File: config.mk
export PLATFORM = sky130hd
export DESIGN_NAME = pdm_decim
export DESIGN_NICKNAME = d
export VERILOG_FILES = /design/src/rtl/pdm_decim.sv
export SDC_FILE = /design/constraint.sdc
export NUM_CORES = 1
export LEC_CHECK = 0
export CORE_UTILIZATION = 50
export CTS_BUF_LIST = sky130_fd_sc_hd__clkbuf_16
export DETAILED_ROUTE_END_ITERATION = 16
export PLACE_DENSITY_LB_ADDON = 0.05
export SYNTH_ARGS = -nofsm -noshare
export SYNTH_HDL_FRONTEND = slang
export SYNTH_SLANG_ARGS = --single-unit
File: constraint.sdc
create_clock -name clk -period 6.8 [get_ports clk]
set_input_delay 1.02 -clock clk [delete_from_list [all_inputs] [get_ports clk]]
set_output_delay 1.02 -clock clk [all_outputs]
set_load 0.005 [all_outputs]
File: src/rtl/pdm_decim.sv
// Third-order CIC decimator: 1-bit PDM at clk rate in, signed W-bit PCM out at clk/2**LOG2R.
// Integrators and combs wrap modulo 2**A by design; only the final scaled output saturates.
module pdm_decim #(
    parameter int W     = 16,
    parameter int LOG2R = 6
) (
    input  logic                clk,
    input  logic                rst,
    input  logic                ena,
    input  logic                pdm,
    output logic signed [W-1:0] pcm,
    output logic                valid
);

    localparam int A  = 3 * LOG2R + 2;
    localparam int SH = 3 * LOG2R - (W - 1);

    localparam logic signed [A-1:0]     YMAX   = {{(A - W + 1){1'b0}}, {(W - 1){1'b1}}};
    localparam logic signed [A-1:0]     YMIN   = {{(A - W + 1){1'b1}}, {(W - 1){1'b0}}};
    localparam logic        [LOG2R-1:0] PH_MAX = '1;

    logic                    s0_q, s0_d;
    logic                    s1_q, s1_d;
    logic signed [A-1:0]     i1_q, i1_d, i2_q, i2_d, i3_q, i3_d;
    logic signed [A-1:0]     d1_q, d1_d, d2_q, d2_d, d3_q, d3_d;
    logic signed [A-1:0]     c1_q, c1_d, c2_q, c2_d, c3_q, c3_d;
    logic        [LOG2R-1:0] ph_q, ph_d;
    logic                    tick_q, tick_d;
    logic signed [W-1:0]     pcm_q, pcm_d;
    logic                    valid_q, valid_d;

    logic signed [A-1:0]     x;
    logic signed [A-1:0]     y;
    logic                    tick;

    always_comb begin
        x    = s1_q ? {{(A - 1){1'b0}}, 1'b1} : '1;
        tick = ena && (ph_q == PH_MAX);
        y    = c3_q >>> SH;

        s0_d    = pdm;
        s1_d    = s0_q;
        i1_d    = i1_q;
        i2_d    = i2_q;
        i3_d    = i3_q;
        ph_d    = ph_q;
        d1_d    = d1_q;
        d2_d    = d2_q;
        d3_d    = d3_q;
        c1_d    = c1_q;
        c2_d    = c2_q;
        c3_d    = c3_q;
        tick_d  = tick;
        pcm_d   = pcm_q;
        valid_d = 1'b0;

        if (ena) begin
            i1_d = i1_q + x;
            i2_d = i2_q + i1_q;
            i3_d = i3_q + i2_q;
            ph_d = ph_q + LOG2R'(1);
        end

        // Combs form a pipeline: each stage consumes the previous tick's value of the stage before.
        if (tick) begin
            c1_d = i3_q - d1_q;
            d1_d = i3_q;
            c2_d = c1_q - d2_q;
            d2_d = c1_q;
            c3_d = c2_q - d3_q;
            d3_d = c2_q;
        end

        // Output update is keyed to the registered tick alone, so it completes even if ena drops.
        if (tick_q) begin
            valid_d = 1'b1;
            if (y > YMAX) begin
                pcm_d = {1'b0, {(W - 1){1'b1}}};
            end else if (y < YMIN) begin
                pcm_d = {1'b1, {(W - 1){1'b0}}};
            end else begin
                pcm_d = y[W-1:0];
            end
        end
    end

    always_ff @(posedge clk or posedge rst) begin
        if (rst) begin
            s0_q    <= 1'b0;
            s1_q    <= 1'b0;
            i1_q    <= '0;
            i2_q    <= '0;
            i3_q    <= '0;
            d1_q    <= '0;
            d2_q    <= '0;
            d3_q    <= '0;
            c1_q    <= '0;
            c2_q    <= '0;
            c3_q    <= '0;
            ph_q    <= '0;
            tick_q  <= 1'b0;
            pcm_q   <= '0;
            valid_q <= 1'b0;
        end else begin
            s0_q    <= s0_d;
            s1_q    <= s1_d;
            i1_q    <= i1_d;
            i2_q    <= i2_d;
            i3_q    <= i3_d;
            d1_q    <= d1_d;
            d2_q    <= d2_d;
            d3_q    <= d3_d;
            c1_q    <= c1_d;
            c2_q    <= c2_d;
            c3_q    <= c3_d;
            ph_q    <= ph_d;
            tick_q  <= tick_d;
            pcm_q   <= pcm_d;
            valid_q <= valid_d;
        end
    end

    assign pcm   = pcm_q;
    assign valid = valid_q;

endmodule

Word-level counts from Yosys, hierarchy flattened
Index checks and enable logic that the tools add are counted.
Widths: inputs -> output; s select.
{ "classes": {"add_sub_neg": 7, "order_cmp": 2, "eq_ne": 1, "mux": 4, "reduce_logical": 1} }
{ "op_table": {"columns": ["operator", "n"], "rows": [
  ["$add 20x20->20", 3],
  ["$sub 20x20->20", 3],
  ["$mux 16", 2],
  ["$mux 20", 1],
  ["$gt 17x16->1 const B", 1],
  ["$lt 17x16->1 const B", 1],
  ["$add 6x1->6 const B", 1],
  ["$eq 6x6->1 const B", 1],
  ["$logic_and 1x1->1", 1],
  ["$mux 1", 1]
]} }
{ "word_totals": {"register_bits": 206, "input_bits": 4, "output_inout_bits": 17, "word_cells": 30} }

Longest topological paths before layout
{ "depth": {"ltp_word": 3, "ltp_mapped": 11, "mapped_depth_nobuf": 11} }

Worst setup path after synthesis
No wires, ideal clock.
{ "synth_path": {"kind": "register to register", "from": "register s1_q", "to": "register i1_q[17]", "setup_ns": 0.125, "t_arrival_ns": 2.585, "t_required_ns": 6.675, "path_slack_ns": 4.090, "stages_incl_launch_ff": 11, "path_buffers": 0, "period_less_slack_ns": 2.710, "cell_sequence": "dfrtp_1 inv_1 ha_1 a211oi_2 o21ai_1 a31oi_2 o21a_2 nor2_1 or3_1 xor2_1 mux2_2"} }
{ "synth_between": {"elab_chain_cells": 2} }
{ "synth_rtl": {"columns": ["item", "line_no", "text"], "rows": [
  ["start: declaration", "23", "logic s1_q, s1_d;"],
  ["start signal: assignment", "90", "s1_q <= 1'b0;"],
  ["start signal: assignment", "106", "s1_q <= s1_d;"],
  ["$mux 20", "37", "x = s1_q ? {{(A - 1){1'b0}}, 1'b1} : '1;"],
  ["$add 20x20->20", "58", "i1_d = i1_q + x;"],
  ["end signal: assignment", "107", "i1_q <= i1_d;"],
  ["end: declaration", "24", "logic signed [A-1:0] i1_q, i1_d, i2_q, i2_d, i3_q, i3_d;"]
]} }
Every way passes these cells.
A chain may end at the register's enable or synchronous reset.

Worst setup path after layout
{ "layout_path": {"from": "input port ena", "to": "register c2_q[7]"} }
{ "layout_between": {"elab_chain_cells": 1} }
{ "layout_rtl": {"columns": ["item", "line_no", "text"], "rows": [
  ["start: declaration", "9", "input logic ena,"],
  ["$logic_and 1x1->1", "38", "tick = ena && (ph_q == PH_MAX);"],
  ["end signal: assignment", "98", "c2_q <= '0;"],
  ["end signal: assignment", "114", "c2_q <= c2_d;"],
  ["end: declaration", "26", "logic signed [A-1:0] c1_q, c1_d, c2_q, c2_d, c3_q, c3_d;"]
]} }
Every way passes these cells.

==> impl_metrics.json <==
{
  "status": "finished clean",
  "numCtsBuffers": 25,
  "worstSetupEndpointType": "flop",
  "hold_violations": 0,
  "fin_skew_ns": 0.02018,
  "final.min_clock_period_ns": 3.863,
  "critPathTopFamily": "buffers and inverters",
  "synth_top_family_by_area": "compound AO/OA/AOI/OAI gates",
  "layout.nets": 1471,
  "cts.clk_slew.worst_paths_ns": 0.05,
  "criticalPathCategory": "input pin to flop",
  "synth_edf_count": 0,
  "p_seq_share_pct": 28.4,
  "p_sw_w": 0.002490,
  "grt_busiest_layer": "met2",
  "fmax_ghz": 0.2589,
  "fp.coreArea_um2": 24600,
  "path_cells": "buf_2 > buf_4 > nand4_1 > inv_1 > nand3_4 > inv_2 > buf_4 > mux2_2",
  "gr-usage-met1_pct": 22.09,
  "cts_tree": "built",
  "dp_hpwl_um": 16020,
  "fin_tns_setup_ns": 0,
  "dieArea_um2": 26050,
  "synth_top_area_cell": "dfrtp_1",
  "cts_setup_buffers": 0,
  "gr-usage-met2_pct": 33.80,
  "syn_nets": 1464,
  "fp-row-count": 57,
  "pwr-share-comb_pct": 51.7,
  "area_growth_pct": 9.929,
  "first_pass_iters": 4,
  "cpMaxStageDelayCell": "inv_2",
  "syn_inst": 1342,
  "grt_pass1_vias": 9100,
  "ys_seq_area_share_pct": 39.99,
  "path_max_fanout": 81,
  "max-cap-violations": 0,
  "power.internal_w": 0.003898,
  "portBuffers": 20,
  "antenna_cells": 0,
  "synth_area_leaders": "dfrtp_1 40%, ha_1 11%, o21ai_0 5.6%",
  "ys_types": 70,
  "die_w_um": 161.4,
  "cp_common_cell": "buf_4",
  "slew_viol_final": 0,
  "clock_power_share_pct": 19.9,
  "post_cts_resized": 0,
  "drc": 0,
  "period_share_pct": 56.80,
  "grt_util_all_layers_pct": 18.38,
  "synthSimpleGateAreaFrac_pct": 10.83,
  "htree_levels": 1,
  "max_stage_delay_ns": 0.74,
  "cp.required_ns": 7.21,
  "grt_remaining_overflow": 0,
  "power_density_nw_per_um2": 457.5,
  "critical_path_arrival_ns": 4.27,
  "ant_nets": 0,
  "crit_buf_inv": 5,
  "cts_sinks": 203,
  "yosys.area.top_type_share_pct": 39.99,
  "drt-initial-drc-count": 353,
  "ir_worst_vdd_mv": 0.2302,
  "syn_area_um2": 12700,
  "yosys_register_bits": 203,
  "start_util_pct": 51.62,
  "cp-start-kind": "input pin",
  "ys_warn_count": 0,
  "synth_fa_ha_area_share_pct": 13.10,
  "routed_via_density": 5.341,
  "hold_buffers": 0,
  "grt_use_met3_pct": 2.696,
  "ios": 21,
  "tightest_slew_ns": 0.9352,
  "setup_viol": 0,
  "synthMuxAreaShare_pct": 5.457,
  "cts_root_buffer": "clkbuf_16",
  "worst_hold_path_type": "flop to flop",
  "worst_hold_slack_ns": 0.3461,
  "wl_um": 22720,
  "synth_top_cells_by_count": "203 x dfrtp_1, 172 x nand2_1, 143 x o21ai_0, 113 x ha_1, 90 x inv_1",
  "async_reset_ff_share_pct": 100.0,
  "clk_path_buf_depth": 3,
  "antenna_found_initial": 0,
  "layout-drive-gt1-share_pct": 8.944,
  "via_count": 9015,
  "synth_area_per_cell_um2": 9.465,
  "die_y_um": 161.4,
  "synth_compound_area_share_pct": 19.68,
  "wl_per_cell_um": 13.46,
  "synth_most_common_cell": "dfrtp_1",
  "synth_ff_type": "dfrtp_1",
  "p_leak_nw": 6.692,
  "grt_setup_unrepaired": "no",
  "n_fill_cell": 2189,
  "relSlewSlack_pct": 37.65,
  "clock_latency_ns": 0.52,
  "grt_pass1_wl_um": 40650,
  "r2r_setup_slack_ns": 3.62,
  "gp_congestion": 0.8292,
  "synth_xor_area_share_pct": 6.895,
  "switching_share_pct": 38.98,
  "grt_start_max_net_pins": 130
}
==> placed cells by master, fill, tap and decap left out, drive strengths merged, types with 10 or more instances in the layout <==
cell / netlist / routed
dfrtp: 203 / 203
nand4: 10 / 10
nand2b: 19 / 19
o21bai: 11 / 11
nor2: 53 / 53
maj3: 15 / 15
o21ai: 164 / 164
a211oi: 17 / 17
clkbuf: 36 / 25
clkdlybuf4s50: 0 / 19
o31ai: 13 / 13
nand2: 172 / 172
nand3: 14 / 14
mux2: 58 / 58
a21o: 40 / 40
ha: 113 / 113
inv: 90 / 97
a21oi: 78 / 78
xor2: 40 / 40
o21a: 17 / 17
xnor2: 60 / 60
nor2b: 11 / 11
==> cell type report <==
type / instances / area, um2 / area share, %
clock inverter: 17 / 153.9 / 1.102
inverter: 90 / 345.3 / 2.473
tap: 324 / 405.4 / 2.903
clock buffer: 25 / 625.6 / 4.480
sequential: 203 / 5080 / 36.38
multi-input combinational: 1004 / 7121 / 50.99
timing repair buffer: 25 / 232.7 / 1.667
==> power groups by stage <==
stage	combinational, W	clock, W	sequential [W]
3_5_place_dp	0.00329	0	0.00183
6_report	0.00330	0.00127	0.00181
5_1_grt	0.00375	0.00137	0.00186
2_1_floorplan	0.00280	0	0.00175
3_3_place_gp	0.00325	0	0.00182
4_1_cts	0.00332	0.00131	0.00181
==> kinds of logic after synthesis <==
family                     after synthesis
AOI/OAI and AO/OA                      398
and+or+nand+nor                        311
DFF                                    203
buffers and inverters                  135
adders and majority gates              133
xor gates and xnor gates               100
muxes                                   62
==> final timing paths <==
path / startpoint / endpoint / cells past startpoint
worst max-delay path: ena / c2_q[7] / 8
worst min-delay path: s0_q / s1_q / 0
worst max register to register: s1_q / i1_q[17] / 10
worst min register to register: s0_q / s1_q / 0
max in group asynchronous: rst / c2_q[16] / 3
min in group asynchronous: rst / c1_q[0] / 2
==> sequential cells by signal, summed over array words and instances (netlist names) <==
name	cells
c1_q	20
c2_q	20
d1_q	20
d2_q	20
d3_q	20
i1_q	20
i2_q	20
i3_q	20
c3_q	17
pcm	16
ph_q	6
s0_q	1
s1_q	1
tick_q	1
valid	1
==> metal layers <==
| layer | share of wire, % | wire length (um) |
|---|---|---|
| met2 | 49 | 11120 |
| met4 | 2.2 | 503 |
| met1 | 46 | 10450 |
| met3 | 2.8 | 644 |
| met5 | 0 | 0 |
==> stage by stage <==
stage	util, %	setup slack [ns]	std cells	cell area (um2)	power, W
after floorplan	-	0.2409	1342	12700	0.004550
after global placement	53.58	2.406	1646	13180	0.005078
after detailed placement	53.58	2.322	1646	13180	0.005121
after CTS	56.75	2.886	1688	13960	0.006447
after global routing	56.75	2.615	1688	13960	0.006984
final	56.75	2.938	1688	13960	0.006388
==> worst register-to-register path, delay by kind of cell, from the launching register on <==
kind / cells / cell delay (ns)
AO/OA/AOI/OAI: 4 / 0.91
multiplexers: 1 / 0.26
AND/OR/NAND/NOR: 2 / 0.39
adder cells (fa/ha/maj): 1 / 0.37
flip-flops: 1 / 0.43
buffers and inverters: 1 / 0.56
XOR/XNOR: 1 / 0.15
Power figures use the tool's default switching activity.
